===== src/rtl/mem_arbiter.sv =====
// mem_arbiter: round-robin I/D-cache arbiter onto one memory line port (clk, proc_reset, i_mem_*/d_mem_* cache ports, mem_* memory port)
module mem_arbiter #(
  parameter int ADDR_W = 28,
  parameter int DATA_W = 128
) (
  input  logic              clk,
  input  logic              proc_reset,
  input  logic              i_mem_read,
  input  logic              i_mem_write,
  input  logic [ADDR_W-1:0] i_mem_addr,
  input  logic [DATA_W-1:0] i_mem_wdata,
  output logic [DATA_W-1:0] i_mem_rdata,
  output logic              i_mem_ready,
  input  logic              d_mem_read,
  input  logic              d_mem_write,
  input  logic [ADDR_W-1:0] d_mem_addr,
  input  logic [DATA_W-1:0] d_mem_wdata,
  output logic [DATA_W-1:0] d_mem_rdata,
  output logic              d_mem_ready,
  output logic              mem_read,
  output logic              mem_write,
  output logic [ADDR_W-1:0] mem_addr,
  output logic [DATA_W-1:0] mem_wdata,
  input  logic [DATA_W-1:0] mem_rdata,
  input  logic              mem_ready
);
  typedef enum logic [1:0] {IDLE, BUSY, RESP} state_t;
  state_t state, state_nx;
  logic owner, last, wr;
  logic [ADDR_W-1:0] addr;
  logic [DATA_W-1:0] wdata, resp;
  logic req_i, req_d, grant_d, busy, resp_st;
  assign req_i = i_mem_read | i_mem_write;
  assign req_d = d_mem_read | d_mem_write;
  assign grant_d = req_d & (~req_i | ~last);
  always_comb begin
    state_nx = state == IDLE ? ((req_i | req_d) ? BUSY : IDLE) :
               state == BUSY ? (mem_ready ? RESP : BUSY) : IDLE;
  end
  always_ff @(posedge clk) begin
    if (proc_reset) begin
      state <= IDLE;
      owner <= 1'b0;
      last  <= 1'b0;
      wr    <= 1'b0;
      addr  <= '0;
      wdata <= '0;
      resp  <= '0;
    end else begin
      state <= state_nx;
      if (state == IDLE && (req_i | req_d)) begin
        owner <= grant_d;
        wr    <= grant_d ? d_mem_write : i_mem_write;
        addr  <= grant_d ? d_mem_addr : i_mem_addr;
        wdata <= grant_d ? d_mem_wdata : i_mem_wdata;
      end
      if (state == BUSY && mem_ready) resp <= mem_rdata;
      if (state == RESP) last <= owner;
    end
  end
  assign busy        = state == BUSY && !proc_reset;
  assign resp_st     = state == RESP && !proc_reset;
  assign mem_read    = busy & ~wr & ~mem_ready;
  assign mem_write   = busy & wr & ~mem_ready;
  assign mem_addr    = proc_reset ? '0 : addr;
  assign mem_wdata   = proc_reset ? '0 : wdata;
  assign i_mem_ready = resp_st & ~owner;
  assign d_mem_ready = resp_st & owner;
  assign i_mem_rdata = i_mem_ready ? resp : '0;
  assign d_mem_rdata = d_mem_ready ? resp : '0;
endmodule

===== config.mk =====
export PLATFORM = sky130hd
export DESIGN_NAME = mem_arbiter
export DESIGN_NICKNAME = d
export VERILOG_FILES = /design/src/rtl/mem_arbiter.sv
export SDC_FILE = /design/constraint.sdc
export NUM_CORES = 1
export LEC_CHECK = 0
export BUFFER_PORTS_ARGS = -buffer_cell sky130_fd_sc_hd__buf_4
export CAP_MARGIN = 40
export CORE_AREA = 2 2 336 338
export DETAILED_ROUTE_END_ITERATION = 7
export DIE_AREA = 0 0 338 340
export PLACE_DENSITY = 0.39
export RECOVER_POWER = 100
export SETUP_SLACK_MARGIN = 0.1
export SLEW_MARGIN = 20
export SYNTH_ARGS = -nofsm -noshare
export SYNTH_HDL_FRONTEND = slang
export SYNTH_SLANG_ARGS = --single-unit

===== constraint.sdc =====
create_clock -name clk -period 1.8 [get_ports clk]
set_clock_uncertainty 0.15 [all_clocks]
set_input_delay 0 -clock clk [delete_from_list [all_inputs] [get_ports clk]]
set_output_delay 0 -clock clk [all_outputs]
set_load 0.02 [all_outputs]

After elaboration in Yosys (flattened, before gate mapping)
Index checks and enable logic that the tools add are counted.
{"block": "totals", "regBits": 289, "input_bits": 447, "output_inout_bits": 416, "word_cells": 42}
{"block": "op_classes", "n_eq_ne": 2, "mux": 11, "bitwise_logic": 16, "reduce_logical": 6}
{"operator": "128-bit 2-to-1 mux", "n": 4}
{"operator": "28-bit 2-to-1 mux", "n": 2}
{"operator": "1-bit bitwise AND", "n": 7}
{"operator": "2-bit 2-to-1 mux", "n": 3}
{"operator": "1-bit inverter", "n": 5}
{"operator": "1-bit logical AND", "n": 4}
{"operator": "1-bit OR", "n": 4}
{"operator": "2-bit by 1-bit equality test with 1-bit output (second input constant)", "n": 1}
{"operator": "2-bit equality test (second input constant)", "n": 1}
{"operator": "2-bit zero test", "n": 1}
{"operator": "1-bit 2-to-1 mux", "n": 2}
{"operator": "1-bit zero test", "n": 1}

Logic depth before layout (Yosys ltp)
Gate-level depths: netlist of run 1.
{"block": "logic_depth", "depth_word": 5, "ltp_mapped": 7, "depth_no_buf": 3}

Least setup slack after synthesis of run 1
No wires, ideal clock.
{"block": "synth_timing", "kind": "reg-to-reg", "from": "register state[0]", "to": "register wdata[100]", "setup_ns": 0.089, "arrival_ns": 1.490, "required_ns": 1.561, "setup_slack_ns": 0.072, "path_stages_with_launch": 6, "path_buffers": 2, "synth_period_minus_slack_ns": 1.728, "cell_sequence": "dfxtp_1 -> nor2_1 -> clkbuf_1 -> clkbuf_1 -> a21oi_1 -> a311oi_2"}
{"block": "synth_between", "elab_chain_cells": 2}
{"element": "from (decl)", "line": "28", "source": "state_t state, state_nx;"}
{"element": "from (signal assigned)", "line": "50", "source": "state <= state_nx;"}
{"element": "2-bit zero test", "line": "51", "source": "if (state == IDLE && (req_i | req_d)) begin"}
{"element": "1-bit logical AND", "line": "51"}
{"element": "to (signal assigned)", "line": "55", "source": "wdata <= grant_d ? d_mem_wdata : i_mem_wdata;"}
{"element": "to (decl)", "line": "31", "source": "logic [DATA_W-1:0] wdata, resp;"}
Every way passes these cells.
A chain may end at the register's enable or synchronous reset.

Worst setup path after layout of run 1
{"block": "layout_timing", "from": "register state[0]", "to": "output port i_mem_rdata[77]"}
{"block": "layout_between", "elab_chain_cells": 4}
{"element": "2-bit equality test", "line": "62", "source": "assign resp_st = state == RESP && !proc_reset;"}
{"element": "1-bit logical AND", "line": "62"}
{"element": "1-bit bitwise AND", "line": "67", "source": "assign i_mem_ready = resp_st & ~owner;"}
{"element": "128-bit 2-to-1 mux", "line": "69", "source": "assign i_mem_rdata = i_mem_ready ? resp : '0;"}
{"element": "to (decl)", "line": "12", "source": "output logic [DATA_W-1:0] i_mem_rdata,"}
Every way passes these cells.

==> results of run 1 <==
path summary, 6_finish.rpt:
kind | startpoint | to | slack [ns] | cells past startpoint
worst min-delay path | proc_reset | owner | 0.02 | 4
worst max-delay path | state[0] | i_mem_rdata[77] | -0.47 | 8
worst max register to register | state[0] | wdata[70] | -0.03 | 7
worst min register to register | resp[105] | resp[105] | 0.31 | 2
flip-flops by register name (all words and copies together) (netlist names):
signal / flops
resp: 128
wdata: 128
addr: 28
state: 2
last: 1
owner: 1
wr: 1
layer usage:
layer | GRT usage | up-vias | share of wire | routed length (um)
met5 | 0 | - | 0.00087 | 92
met4 | 0.0471 | 16 | 0.032 | 3410
met3 | 0.0357 | 146 | 0.064 | 6800
met2 | 0.288 | 764 | 0.50 | 52300
met1 | 0.194 | 9374 | 0.41 | 42900
li1 | - | 9507 | - | -
critical path: cells and delay by family (launching register included):
| kind | cells | cell delay [ns] |
|---|---|---|
| simple gates | 3 | 0.41 |
| buf+inv | 5 | 0.79 |
| flops | 1 | 0.32 |
report_power, final:
part / total (uW) / switching [uW] / leakage (uW) / internal [uW]
logic: 6020 / 2910 / 0.0106 / 3110
registers: 7400 / 418 / 0.00238 / 6980
clock network: 8520 / 3390 / 0.000675 / 5130
total: 21900 / 6720 / 0.0137 / 15200
cell usage in the layout, fill, tap and decap left out, types with 2 or more instances in the layout:
master,Yosys,layout
nand3_1,157,156
buf_12,0,56
clkinv_2,0,5
dfxtp_1,289,286
a21oi_1,287,264
buf_6,15,171
a311oi_2,130,132
nor2b_1,156,156
o21ai_0,146,145
dfxtp_4,0,2
buf_16,0,8
o21ai_1,12,12
buf_4,0,767
bufinv_16,0,3
a21oi_4,0,12
nor2_4,0,2
buf_8,0,14
a21oi_2,0,11
bufbuf_16,0,2
clkbuf_16,0,64
a311oi_1,27,25
clkbuf_8,0,8
and2_1,257,133
dlygate4sd3_1,0,454
nor2_1,5,3
clkbuf_1,206,11
clkinv_4,0,2
nand2_1,259,258
clkbuf_2,0,2
diode_2,0,11
and2_4,0,124
metrics by stage:
step / cell area [sq um] / TNS, ns / hold slack, ns / total power (uW) / setup WS [ns]
2_1_floorplan: 15600 / 0 / -0.0140 / 9780 / 0.0716
3_3_place_gp: 24400 / -3.90 / 0.0970 / 12100 / -0.394
3_5_place_dp: 24400 / -3.46 / 0.102 / 12100 / -0.0896
4_1_cts: 30900 / -143.32 / 0.00177 / 21800 / -0.525
5_1_grt: 32900 / -132.25 / 0.0284 / 23000 / -0.555
6_report: 32900 / -100.87 / 0.0192 / 21900 / -0.471
cell families after synthesis:
| logic type | after synthesis | share of synthesized area |
|---|---|---|
| mux | 1 | 0.000641 |
| buf+inv | 228 | 0.0622 |
| simple gates | 843 | 0.283 |
| compound gates | 604 | 0.284 |
| flops | 289 | 0.370 |
layout make-up:
class,count,share of cell area
Clock buffer,62,0.0373
Antenna cell,11,0.000836
Clock inverter,12,0.00452
Multi-Input combinational cell,1448,0.287
Timing Repair Buffer,1496,0.437
Sequential cell,289,0.176
Tap cell,1500,0.0570
timing repair:
| action | 4_1_cts | 5_1_grt |
|---|---|---|
| pin swaps | 5 | 51 |
| cloned | 4 | 33 |
| buffers inserted | 8 | 22 |
| resized for setup | 89 | 303 |
| hold buffers | 457 | 1 |
| hold endpoints to repair | 289 | 1 |
| setup endpoints to repair | 359 | 581 |
==> metrics.md, run 1 <==
| Metric | Value |
|---|---|
| DIE AREA | `115000 sq um` |
| # IOs | `863` |
| Vias in the first global route | `19700` |
| WS Path Type | `reg2out` |
| Final hold vios | `0` |
| DRT Wirelength | `106 mm` |
| Leading area contributor after synthesis | `dfxtp_1` |
| Port bufs | `862` |
| Placed insts | `4208` |
| Pre-antenna DRT Iters | `5` |
| Non-filler cells, final | `4818` |
| CTS clk-pin slew, worst paths | `0.05 ns` |
| Nets | `3723` |
| Leakage power | `0.0137 uW` |
| Routed len/inst | `21.9 um` |
| CTS Sinks | `289` |
| Fmax | `440 MHz` |
| Worst setup margin | `-0.471 ns` |
| First-pass GRT wire length | `137 mm` |
| Minimum clock period | `2.27 ns` |
| Synth cell count leaders | `dfxtp_1, a21oi_1, nand2_1` |
| Unrepaired setup endpoints after global routing | `true` |
| PwrDens | `666 nW/um^2` |
| Max clock buf depth | `3` |
| Peak VDD IR | `0.000521 V` |
| Via count | `19800` |
| Core Util, Final | `0.295` |
| Top cell by count, worst path | `buf_6` |
| Max incr delay on CP | `0.32 ns` |
| FF+latch count, synth | `289` |
| Slew @ Worst Pin | `0.776 ns` |
| Most frequent cell after synthesis | `dfxtp_1` |
| Status | `finished, violations left` |
| Final setup violation count | `274` |
| Synth Instances | `1965` |
| Clock root buffer master | `clkbuf_16` |
| Crit Path Max Fanout | `8` |
| Max Cap Violations | `0` |
| Mapped cell area | `15600 sq um` |
| Multi-input gate area | `9460 sq um` |
| Vias per cell | `4.11` |
| Largest net degree at the start of global routing | `122` |
| Syn_nets | `2412` |
| Routability cong. | `0.755` |
| CP Capture Type | `output port` |
| Worst skew pair latency | `0.59 ns` |
| Sequential area share after synthesis | `0.370` |
| DRC | `0` |
| CP cell instances | `nand2b_4 -> buf_4 -> nor3_2 -> buf_6 -> buf_12 -> clkbuf_16 -> and2_4 -> buf_6` |
| Failing checks | `setup timing` |
| Initial cell density of the core | `0.140` |
| Worst Path Arrival | `2.12 ns` |
| Layout area overhead | `111%` |
| Total global-route track usage | `0.162` |
| Detailed Place HPWL | `73.7 mm` |
| Fill count | `12100` |
| Crit share post-route | `1.26` |
| FF+latch area | `5790 sq um` |
| Slew Limit Fails | `0` |
| Post-route ant nets | `0` |
| Yosys top cell area share | `0.370` |
| Top_reg_cell synth | `dfxtp_1` |
| Grt total ovfl | `0` |
| HP Class | `in2reg` |
| Warnings from Yosys | `0` |
| Top cells by area, synth | `dfxtp_1, a311oi_2, and2_1` |
| DRT iter0 DRCs | `860` |
| Startpoint types | `flip-flop` |
| Die Ht | `340 um` |
| Synth cell types | `25` |
| Share of post-route cells with drive strength above 1 | `0.424` |
| Ys async rst share | `0` |
| Die Width | `338 um` |
| Post-synth EDFFs | `0` |
| Slowest cell on crit path | `dfxtp_2` |
| Total CTS buffers | `41` |
| CTS tree | `built` |
| Avg Inst Size Synth | `7.95 sq um` |
| H-tree Lvls | `2` |
| Relative slew slack | `0.483` |
| Row cnt | `123` |
| CORE AREA | `112000 sq um` |
| Critical Path RT | `1.65 ns` |
| Initial antenna violation count | `21` |
Power figures use the tool's default switching activity.
==> run 2, diff against run 1 <==
--- a/config.mk
+++ b/config.mk
@@ -13,5 +13,5 @@
 export PLACE_DENSITY = 0.39
 export RECOVER_POWER = 100
-export SETUP_SLACK_MARGIN = 0.1
+export SETUP_SLACK_MARGIN = 0.3
 export SLEW_MARGIN = 20
 export SYNTH_ARGS = -nofsm -noshare
==> constraint.sdc (replaced) <==
create_clock -name clk -period 1.8 [get_ports clk]
set_clock_uncertainty 0.15 [all_clocks]
set_input_delay 0.36 -clock clk [delete_from_list [all_inputs] [get_ports clk]]
set_output_delay 0.36 -clock clk [all_outputs]
set_load 0.02 [all_outputs]
==> metrics.md, run 2 (synthesis results as in run 1) <==
| Metric | Value |
|---|---|
| Routability cong. | `0.788 (+4.5%)` |
| Peak VDD IR | `0.000510 V (-2.1%)` |
| DRT Wirelength | `100 mm (-5.1%)` |
| Clk pwr share | `0.377 (-0.011)` |
| Startpoint types | `flip-flop` |
| WHS Path Cells | `3 (-1)` |
| CP Capture Type | `output port` |
| Met1 Use GR | `0.191 (-0.00259)` |
| Via count | `19800 (+0.076%)` |
| H-tree Lvls | `2 (unchanged)` |
| Die Width | `338 um (unchanged)` |
| Logic pwr share | `0.283 (+0.009)` |
| Worst setup margin | `-0.782 ns (-0.311 ns)` |
| Row cnt | `123 (unchanged)` |
| Detailed Place HPWL | `75.4 mm (+2.3%)` |
| Crit share post-route | `1.43 (+0.173)` |
| Most frequent cells in the layout | `buf_4, dlygate4sd3_1, a21oi_1, dfxtp_1, nand2_1` |
| Worst skew pair latency | `0.57 ns (-0.02 ns)` |
| First-pass GRT wire length | `136 mm (-1.1%)` |
| Critical Path RT | `1.29 ns (-0.36 ns)` |
| Status | `finished, violations left` |
| Global route hottest layer | `met2` |
| HP Start | `mem_rdata[0]` |
| PwrDens | `639 nW/um^2 (-4.1%)` |
| Switching power | `6610 uW (-1.7%)` |
| Relative slew slack | `0.555 (+0.0726)` |
| # IOs | `863 (unchanged)` |
| Initial cell density of the core | `0.140 (unchanged)` |
| Worst Path Arrival | `2.07 ns (-0.05 ns)` |
| Layout area overhead | `118%` |
| Hold slack | `0.0408 ns (+0.0216 ns)` |
| Die Ht | `340 um (unchanged)` |
| Nets | `3809 (+2.3%)` |
| Sw Ratio | `0.303 (-0.00325)` |
| Met3 GRT Util | `0.0348 (-0.000969)` |
| Total global-route track usage | `0.159 (-0.00300)` |
| Unrepaired setup endpoints after global routing | `true` |
| Sequential power share | `0.340 (+0.003)` |
| Vias per cell | `4.05 (-1.6%)` |
| Largest registers | `resp (128), wdata (128), addr (28)` |
| Reg2reg start | `state[1]` |
| CTS clk-pin slew, worst paths | `0.06 ns (about the same)` |
| Internal | `15200 uW (-0.22%)` |
| Max Cap Violations | `0 (unchanged)` |
| Failing checks | `setup timing` |
| Final std cell area, no fill | `34100 sq um (+3.6%)` |
| Met2 usage | `0.285 (-0.00333)` |
| Fmax | `387 MHz (-12%)` |
| WS Path Type | `reg2out` |
| Share of post-route cells with drive strength above 1 | `0.488 (+0.0638)` |
| Final hold vios | `0 (unchanged)` |
| Post-route ant nets | `0 (unchanged)` |
| Reg2reg end | `resp[11]` |
| Total CTS buffers | `41 (unchanged)` |
| Routed len/inst | `20.4 um (-6.6%)` |
| Grt total ovfl | `0 (unchanged)` |
| HP Class | `in2reg` |
| DIE AREA | `115000 sq um (unchanged)` |
| CTS tree | `built` |
| Commonest non-fill, non-tap cell in the layout | `buf_4` |
| Leakage power | `0.0144 uW (+5.0%)` |
| Max clock buf depth | `3 (unchanged)` |
| Crit Path Max Fanout | `7 (-1)` |
| Initial antenna violation count | `27 (+29%)` |
| Pre-antenna DRT Iters | `5 (unchanged)` |
| Minimum clock period | `2.58 ns (+0.311 ns)` |
| Clock root buffer master | `clkbuf_16` |
| Port bufs | `862 (unchanged)` |
| Power Total | `21800 uW (-0.68%)` |
| R2r setup slk | `-0.10 ns (-0.07 ns)` |
| CTS Sinks | `289 (unchanged)` |
| FF-to-FF path depth | `6 (-1)` |
| Placed Area | `26300 sq um (+7.5%)` |
| Slew Limit Fails | `0 (unchanged)` |
| Largest net degree at the start of global routing | `86 (-30%)` |
| Worst Hold Endpoint | `resp[0]` |
| CORE AREA | `112000 sq um (unchanged)` |
| DRC | `0 (unchanged)` |
| DRT iter0 DRCs | `770 (-10%)` |
| Final setup violation count | `429 (+57%)` |
| Slew @ Worst Pin | `0.667 ns (-0.109 ns)` |
| Vias in the first global route | `19900 (+1.2%)` |
-- run 2: worst max-delay path, cell delays in order, from the launching register on --
cell,delay (ns)
dfxtp_2,0.32
nand2b_4,0.16
nor3b_4,0.22
buf_12,0.17
buf_12,0.12
buf_16,0.14
buf_6,0.11
and2_4,0.13
buf_6,0.11
-- run 2: layer usage --
metal	wire, um	vias up	part of all wire
li1	-	9663	-
met1	41000	9355	0.41
met2	50400	683	0.50
met3	6220	103	0.062
met4	2390	18	0.024
met5	117	-	0.0012
-- run 2: timing repair --
action	4_1_cts	5_1_grt
hold endpoints to repair	280	0
endpoints found under the setup margin	703	703
pin swaps	9	26
setup buffers	4	26
resized for setup	128	209
gates cloned	3	23
hold buffers	432	0
-- run 2: stage by stage --
stage,cells,setup TNS (ns),setup WS (ns),utilization
CTS,4836,-221.39,-0.847,0.291
finish,4900,-193.04,-0.782,0.306
floorplan,1965,-23.83,-0.175,-
global route,4895,-244.15,-0.899,0.306
global placement,4331,-78.43,-0.382,0.235
detailed placement,4331,-83.01,-0.348,0.235
-- run 2: power groups by stage --
stage	Sequential [uW]	Combinational [uW]	Clock (uW)
final	7410	6170	8220
after global routing	7470	6570	8800
after CTS	7390	5820	8560
after detailed placement	7520	4970	0
after global placement	7530	4950	0
after floorplan	7330	2630	0
-- run 2: worst max-delay path by stage --
| stage | start | slack (ns) | endpoint | cells past startpoint |
|---|---|---|---|---|
| 6_report | state[0] | -0.78 | d_mem_rdata[123] | 8 |
| 3_3_place_gp | d_mem_write | -0.38 | owner | 5 |
| 3_5_place_dp | d_mem_write | -0.35 | owner | 5 |
| 2_1_floorplan | d_mem_write | -0.17 | addr[18] | 7 |
| 5_1_grt | state[0] | -0.90 | d_mem_rdata[32] | 8 |
| 4_1_cts | state[0] | -0.85 | d_mem_rdata[122] | 7 |
-- run 2: final cells by class --
| class | count | area (sq um) |
|---|---|---|
| Fill cell | 11900 | 77500 |
| Timing Repair Buffer | 1582 | 15200 |
| Multi-Input combinational cell | 1448 | 9840 |
| Sequential cell | 289 | 5800 |
| Tap cell | 1500 | 1880 |
| Clock buffer | 58 | 1170 |
| Clock inverter | 8 | 125 |
| Antenna cell | 15 | 37.5 |
